### src/rtl/tx_sched_pkg.sv
// Shared types and defaults for the tx_sched frame scheduler.
package tx_sched_pkg;

  typedef enum logic [1:0] {StIdle, StStart, StBusy, StGap} state_e;

  localparam int unsigned DefDw          = 26;
  localparam int unsigned DefFrameCycles = 32;
  localparam int unsigned DefGapCycles   = 2;
  localparam int unsigned FrameCntW      = 16;

  // Counter width for a down-counter holding values below n; never narrower than one bit.
  function automatic int unsigned cnt_width(input int unsigned n);
    return (n > 1) ? $clog2(n) : 1;
  endfunction

endpackage

### src/rtl/tx_sched_rr_arbiter.sv
// Combinational round-robin grant: first valid requester at or after rr_ptr wins.
module rr_arbiter #(
  parameter int unsigned NREQ = 4
) (
  input  logic [NREQ-1:0]         req_valid,
  input  logic [$clog2(NREQ)-1:0] rr_ptr,
  output logic [NREQ-1:0]         gnt,
  output logic [$clog2(NREQ)-1:0] idx
);

  localparam int unsigned IW = $clog2(NREQ);

  logic [IW-1:0] cand;
  logic          found;

  always_comb begin
    gnt   = '0;
    idx   = '0;
    found = 1'b0;
    cand  = '0;
    for (int unsigned k = 0; k < NREQ; k++) begin
      cand = IW'((32'(rr_ptr) + k) % NREQ);
      if (!found && req_valid[cand]) begin
        found     = 1'b1;
        gnt[cand] = 1'b1;
        idx       = cand;
      end
    end
  end

endmodule

### src/rtl/tx_sched.sv
// Round-robin frame scheduler feeding one serializer channel.
// Optional frame counter port enabled by defining TX_SCHED_CNT_EN.
module tx_sched
  import tx_sched_pkg::*;
#(
  parameter int unsigned NREQ         = 4,
  parameter int unsigned DW           = DefDw,
  parameter int unsigned FRAME_CYCLES = DefFrameCycles,
  parameter int unsigned GAP_CYCLES   = DefGapCycles
) (
  input  logic                    clk,
  input  logic                    rst,
  input  logic [NREQ-1:0]         req_valid,
  input  logic [NREQ*DW-1:0]      req_data,
  output logic [NREQ-1:0]         req_ready,
  output logic                    tx_start,
  output logic [DW-1:0]           tx_din,
  output logic                    busy,
  output logic [$clog2(NREQ)-1:0] grant_id
`ifdef TX_SCHED_CNT_EN
  ,
  output logic [FrameCntW-1:0]    frame_cnt
`endif
);

  localparam int unsigned IW = $clog2(NREQ);
  localparam int unsigned FW = cnt_width(FRAME_CYCLES);
  localparam int unsigned GW = cnt_width(GAP_CYCLES + 1);

  state_e        state_q;
  logic [IW-1:0] rr_ptr_q;
  logic [FW-1:0] frm_cnt_q;
  logic [GW-1:0] gap_cnt_q;
  logic [NREQ-1:0] arb_gnt;
  logic [IW-1:0]   arb_idx;
  logic            accept;

  rr_arbiter #(
    .NREQ(NREQ)
  ) u_arb (
    .req_valid(req_valid),
    .rr_ptr   (rr_ptr_q),
    .gnt      (arb_gnt),
    .idx      (arb_idx)
  );

  // Gated by rst so req_ready is zero while reset is held, even with valids present.
  assign req_ready = (state_q == StIdle && !rst) ? arb_gnt : '0;
  assign accept    = |req_ready;

  always_ff @(posedge clk or posedge rst) begin
    if (rst) begin
      state_q   <= StIdle;
      rr_ptr_q  <= '0;
      frm_cnt_q <= '0;
      gap_cnt_q <= '0;
      tx_start  <= 1'b0;
      tx_din    <= '0;
      busy      <= 1'b0;
      grant_id  <= '0;
`ifdef TX_SCHED_CNT_EN
      frame_cnt <= '0;
`endif
    end else begin
      unique case (state_q)
        StIdle: begin
          if (accept) begin
            tx_din   <= req_data[arb_idx*DW +: DW];
            grant_id <= arb_idx;
            rr_ptr_q <= (arb_idx == IW'(NREQ - 1)) ? '0 : arb_idx + 1'b1;
            tx_start <= 1'b1;
            busy     <= 1'b1;
            state_q  <= StStart;
          end
        end
        StStart: begin
          tx_start  <= 1'b0;
          frm_cnt_q <= FW'(FRAME_CYCLES - 2);
          state_q   <= StBusy;
`ifdef TX_SCHED_CNT_EN
          frame_cnt <= frame_cnt + 1'b1;
`endif
        end
        StBusy: begin
          if (frm_cnt_q == '0) begin
            if (GAP_CYCLES > 0) begin
              gap_cnt_q <= GW'(GAP_CYCLES - 1);
              state_q   <= StGap;
            end else begin
              busy    <= 1'b0;
              state_q <= StIdle;
            end
          end else begin
            frm_cnt_q <= frm_cnt_q - 1'b1;
          end
        end
        StGap: begin
          if (gap_cnt_q == '0) begin
            busy    <= 1'b0;
            state_q <= StIdle;
          end else begin
            gap_cnt_q <= gap_cnt_q - 1'b1;
          end
        end
        default: state_q <= StIdle;
      endcase
    end
  end

endmodule

### config.mk
export PLATFORM = sky130hd
export DESIGN_NAME = tx_sched
export DESIGN_NICKNAME = d
export VERILOG_FILES = /design/src/rtl/tx_sched_pkg.sv /design/src/rtl/tx_sched_rr_arbiter.sv /design/src/rtl/tx_sched.sv
export SDC_FILE = /design/constraint.sdc
export NUM_CORES = 1
export LEC_CHECK = 0
export ABC_AREA = 0
export CORE_MARGIN = 1
export CORE_UTILIZATION = 45
export CTS_CLUSTER_DIAMETER = 100
export DETAILED_ROUTE_END_ITERATION = 7
export PLACE_DENSITY = 0.86
export REMOVE_ABC_BUFFERS = 1
export SETUP_SLACK_MARGIN = 0.5
export SYNTH_ARGS = -nofsm -noshare
export SYNTH_HDL_FRONTEND = slang
export SYNTH_SLANG_ARGS = --single-unit
### constraint.sdc
create_clock -name clk -period 6.76 [get_ports clk]
set_clock_uncertainty 0.1 [all_clocks]
set_input_delay 1.352 -clock clk [delete_from_list [all_inputs] [get_ports clk]]
set_output_delay 1.352 -clock clk [all_outputs]
set_load 0.02 [all_outputs]
==> metrics.md <==
| Metric | Value |
|---|---|
| Status | `finished clean` |
| Total GRT Usage | `23.3%` |
| Share of post-route cells with drive strength above 1 | `17.5%` |
| Pleak | `1.83 nW` |
| Yosys warnings | `0` |
| Core area | `6530 um2` |
| Vias | `2687` |
| CTS Hold Bufs | `0` |
| Via-to-Cell Ratio | `5.70` |
| Wire per inst | `16.9 um` |
| Syn Area/Cell | `12.2 um2` |
| Final setup vio count | `0` |
| Pins Over Slew Limit | `0` |
| Crit path required time | `5310 ps` |
| R2r setup slk | `2360 ps` |
| CTS max path bufs | `2` |
| CP peak stage delay | `660 ps` |
| Core Util, Final | `71.7%` |
| CP Capture Type | `primary output` |
| Hold Crit Class | `flop to flop` |
| Final wirelength | `7960 um` |
| ANT cells | `0` |
| Worst hold path startpoint | `tx_din[17]` |
| Hold Violations, Final | `0` |
| Post-CTS resize count | `0` |
| Relative slew margins | `24.5%` |
| Clock root buffer | `clkbuf_8` |
| CP max FO | `10` |
| Top_reg_cell synth | `dfrtp_1` |
| Rows | `29` |
| Post-DRT Antenna Nets | `0` |
| Port Buffer Count | `143` |
| Critical Path Sink | `req_ready[1]` |
| Critical path, cell by cell | `clkdlybuf4s50_1 -> mux2i_1 -> mux2i_1 -> a221o_1 -> o21ai_0 -> a21oi_1 -> clkdlybuf4s50_1` |
| DR iter-0 viols | `117` |
| Clk slew on worst S/H paths | `80 ps` |
| Final GP Congestion | `0.845` |
| Setup TNS | `0 ps` |
| Setup crit start kind | `input pin` |
| Post-Layout Cell Count | `471` |
| CP Launch Point | `req_valid[3]` |
| Synth cell types | `49` |
| WP buf/inv | `2` |
| Crit Path Class | `input pin to primary output` |
| First-pass iteration count of the detailed router | `4` |
| Post-CTS Setup Bufs | `0` |
| Synth Instances | `256` |
| Tmin final | `5360 ps` |
| WP depth | `7` |
| Die Ht | `85.3 um` |
| Pwr Density | `457 nW/um2` |
| GR Overflow Total | `0` |
| Later-pin clock latency in the skew report | `300 ps` |
| RSZ-0062 raised after global routing | `no` |
| CTS tree | `yes` |
| Cell family with most CP delay | `buffers and inverters` |
| EDFF count, synth | `0` |
| Post-DP HPWL | `6280 um` |
| Flops & latches, synth | `41` |
| Arr. time, crit path | `3910 ps` |
| Vias in the first global route | `2784` |
| # IOs | `144` |
| Cell Area, Synth | `3120 um2` |
| Die Wd | `85.3 um` |
| Worst-Margin Slew | `1130 ps` |
| Final period util | `79.3%` |
| Share of synthesized registers carrying an async set or reset | `100%` |
| Final routed DRC violation total | `0` |
| First-pass GRT wire length | `13200 um` |
| Seq/Total Area, Yosys | `32.9%` |
| Fin Hold WS | `394 ps` |
| Slowest CP cell | `clkdlybuf4s50_1` |
| Max VDD drop | `0.000246 V` |
| Clk sink count | `41` |
| Largest net degree at the start of global routing | `42` |
| Final nets | `517` |
| Initial antenna violation count | `0` |
| Reg2Reg Capture Point | `tx_din[9]` |
| Syn-to-layout area delta | `49.9%` |
| Max-cap violations | `0` |
| FMAX | `186 MHz` |
| CTS buffer count | `5` |
| Starting Density | `47.8%` |
| Die ar. | `7280 um2` |
| DP Cell Count | `463` |
| Reg2reg path depth | `8` |
| Htree depth | `2` |
-- worst min-delay path by stage --
stage | slack (ps) | end | depth (start not counted)
6_report | 390 | tx_din[17] | 1
5_1_grt | 410 | tx_din[22] | 1
4_1_cts | 400 | tx_din[21] | 1
3_5_place_dp | 380 | tx_din[17] | 1
3_3_place_gp | 370 | tx_din[18] | 1
2_1_floorplan | 370 | gap_cnt_q[1] | 1
-- routing by layer --
| metal | part of all wire, % | up-vias | track usage [%] |
|---|---|---|---|
| met2 | 53 | 101 | 41.5 |
| li1 | - | 1255 | - |
| met3 | 6.2 | 13 | 5.64 |
| met5 | 0 | - | 0 |
| met4 | 2.0 | 0 | 6.52 |
| met1 | 39 | 1318 | 28.2 |
-- registers in the layout, indices dropped and copies added (netlist names), named ones only --
signal	flops
rr_ptr_q	1
state_q	2
tx_start	1
gap_cnt_q	2
frm_cnt_q	5
tx_din	26
grant_id	2
busy	1
-- worst reg2reg max path: cells and delay by family (launching register included) --
family | cells | cell delay (ps)
AND/OR/NAND/NOR | 1 | 220
multiplexers | 2 | 870
AO/OA/AOI/OAI | 3 | 1340
flip-flops | 1 | 860
buffers and inverters | 1 | 280
adder cells (fa/ha/maj) | 1 | 620
-- layout by cell type, fill, tap and decap left out, drive strengths merged, types with 2 or more instances in the layout --
master	count
a2111o	2
a211o	2
a21o	2
a21oi	7
a221o	2
a311o	2
a31oi	2
and3	2
buf	3
clkbuf	5
clkdlybuf4s50	143
clkinv	2
dfrtp	41
ha	14
inv	13
mux2	30
mux2i	7
mux4	28
nand2	24
nand2b	3
nand3	5
nand4	2
nor2	6
nor2b	2
nor3	2
nor3b	3
nor4	2
o211ai	4
o21ai	12
o22ai	2
o32ai	3
xnor2	4
-- cells in the mapped netlist (all sizes together) (2+ instances only) --
library cell  number  area share, %
ha                14            5.6
a221o              2           0.64
mux4              28             20
xnor2              4            1.1
nand4              2           0.40
nor2b              2           0.40
a31oi              2           0.40
o21ai             12            1.9
nand2             24            2.9
mux2i              7            2.4
dfrtp             41             33
a211o              2           0.56
o211ai             4           0.96
nor3               2           0.32
a2111o             2           0.72
inv               13            1.6
buf               12            3.0
o32ai              3            2.0
a21o               2           0.48
clkbuf             4           0.48
a311o              2           0.64
a21oi              7            1.1
mux2              30             12
nand2b             3           0.60
nand3              5           0.80
nor4               2           0.40
nor2               6           0.72
nor3b              3           0.72
o22ai              2           0.40
and3               2           0.40
-- stage by stage --
| step | instance area, um2 | power [mW] | setup WS, ps |
|---|---|---|---|
| 5_1_grt | 4680 | 2.30 | 1220 |
| 2_1_floorplan | 3020 | 1.52 | 1400 |
| 4_1_cts | 4680 | 2.15 | 1420 |
| 6_report | 4680 | 2.14 | 1400 |
| 3_5_place_dp | 4600 | 1.99 | 1420 |
| 3_3_place_gp | 4600 | 1.95 | 1500 |
-- logic make-up after synthesis --
kind of cell             count (synthesis)  share of synthesized area [%]
adder cells (fa/ha/maj)                 14                           5.61
AND/OR/NAND/NOR                         54                           8.33
AO/OA/AOI/OAI                           48                           12.3
buffers and inverters                   29                           5.01
flip-flops                              41                           32.9
multiplexers                            65                           34.5
XOR/XNOR                                 5                           1.40
-- report_power, final --
part,switching [mW],internal [mW]
Sequential,0.107,0.369
Combinational,0.713,0.792
Clock,0.0882,0.0713
Total,0.908,1.23
-- cell type report --
class / count / area (um2)
Multi-Input combinational cell: 186 / 1970
Fill cell: 445 / 1850
Timing Repair Buffer: 146 / 1450
Sequential cell: 41 / 1030
Tap cell: 77 / 96.3
Clock buffer: 5 / 68.8
Inverter: 13 / 48.8
Clock inverter: 3 / 17.5
No activity file was read; power rests on OpenSTA's default activity.
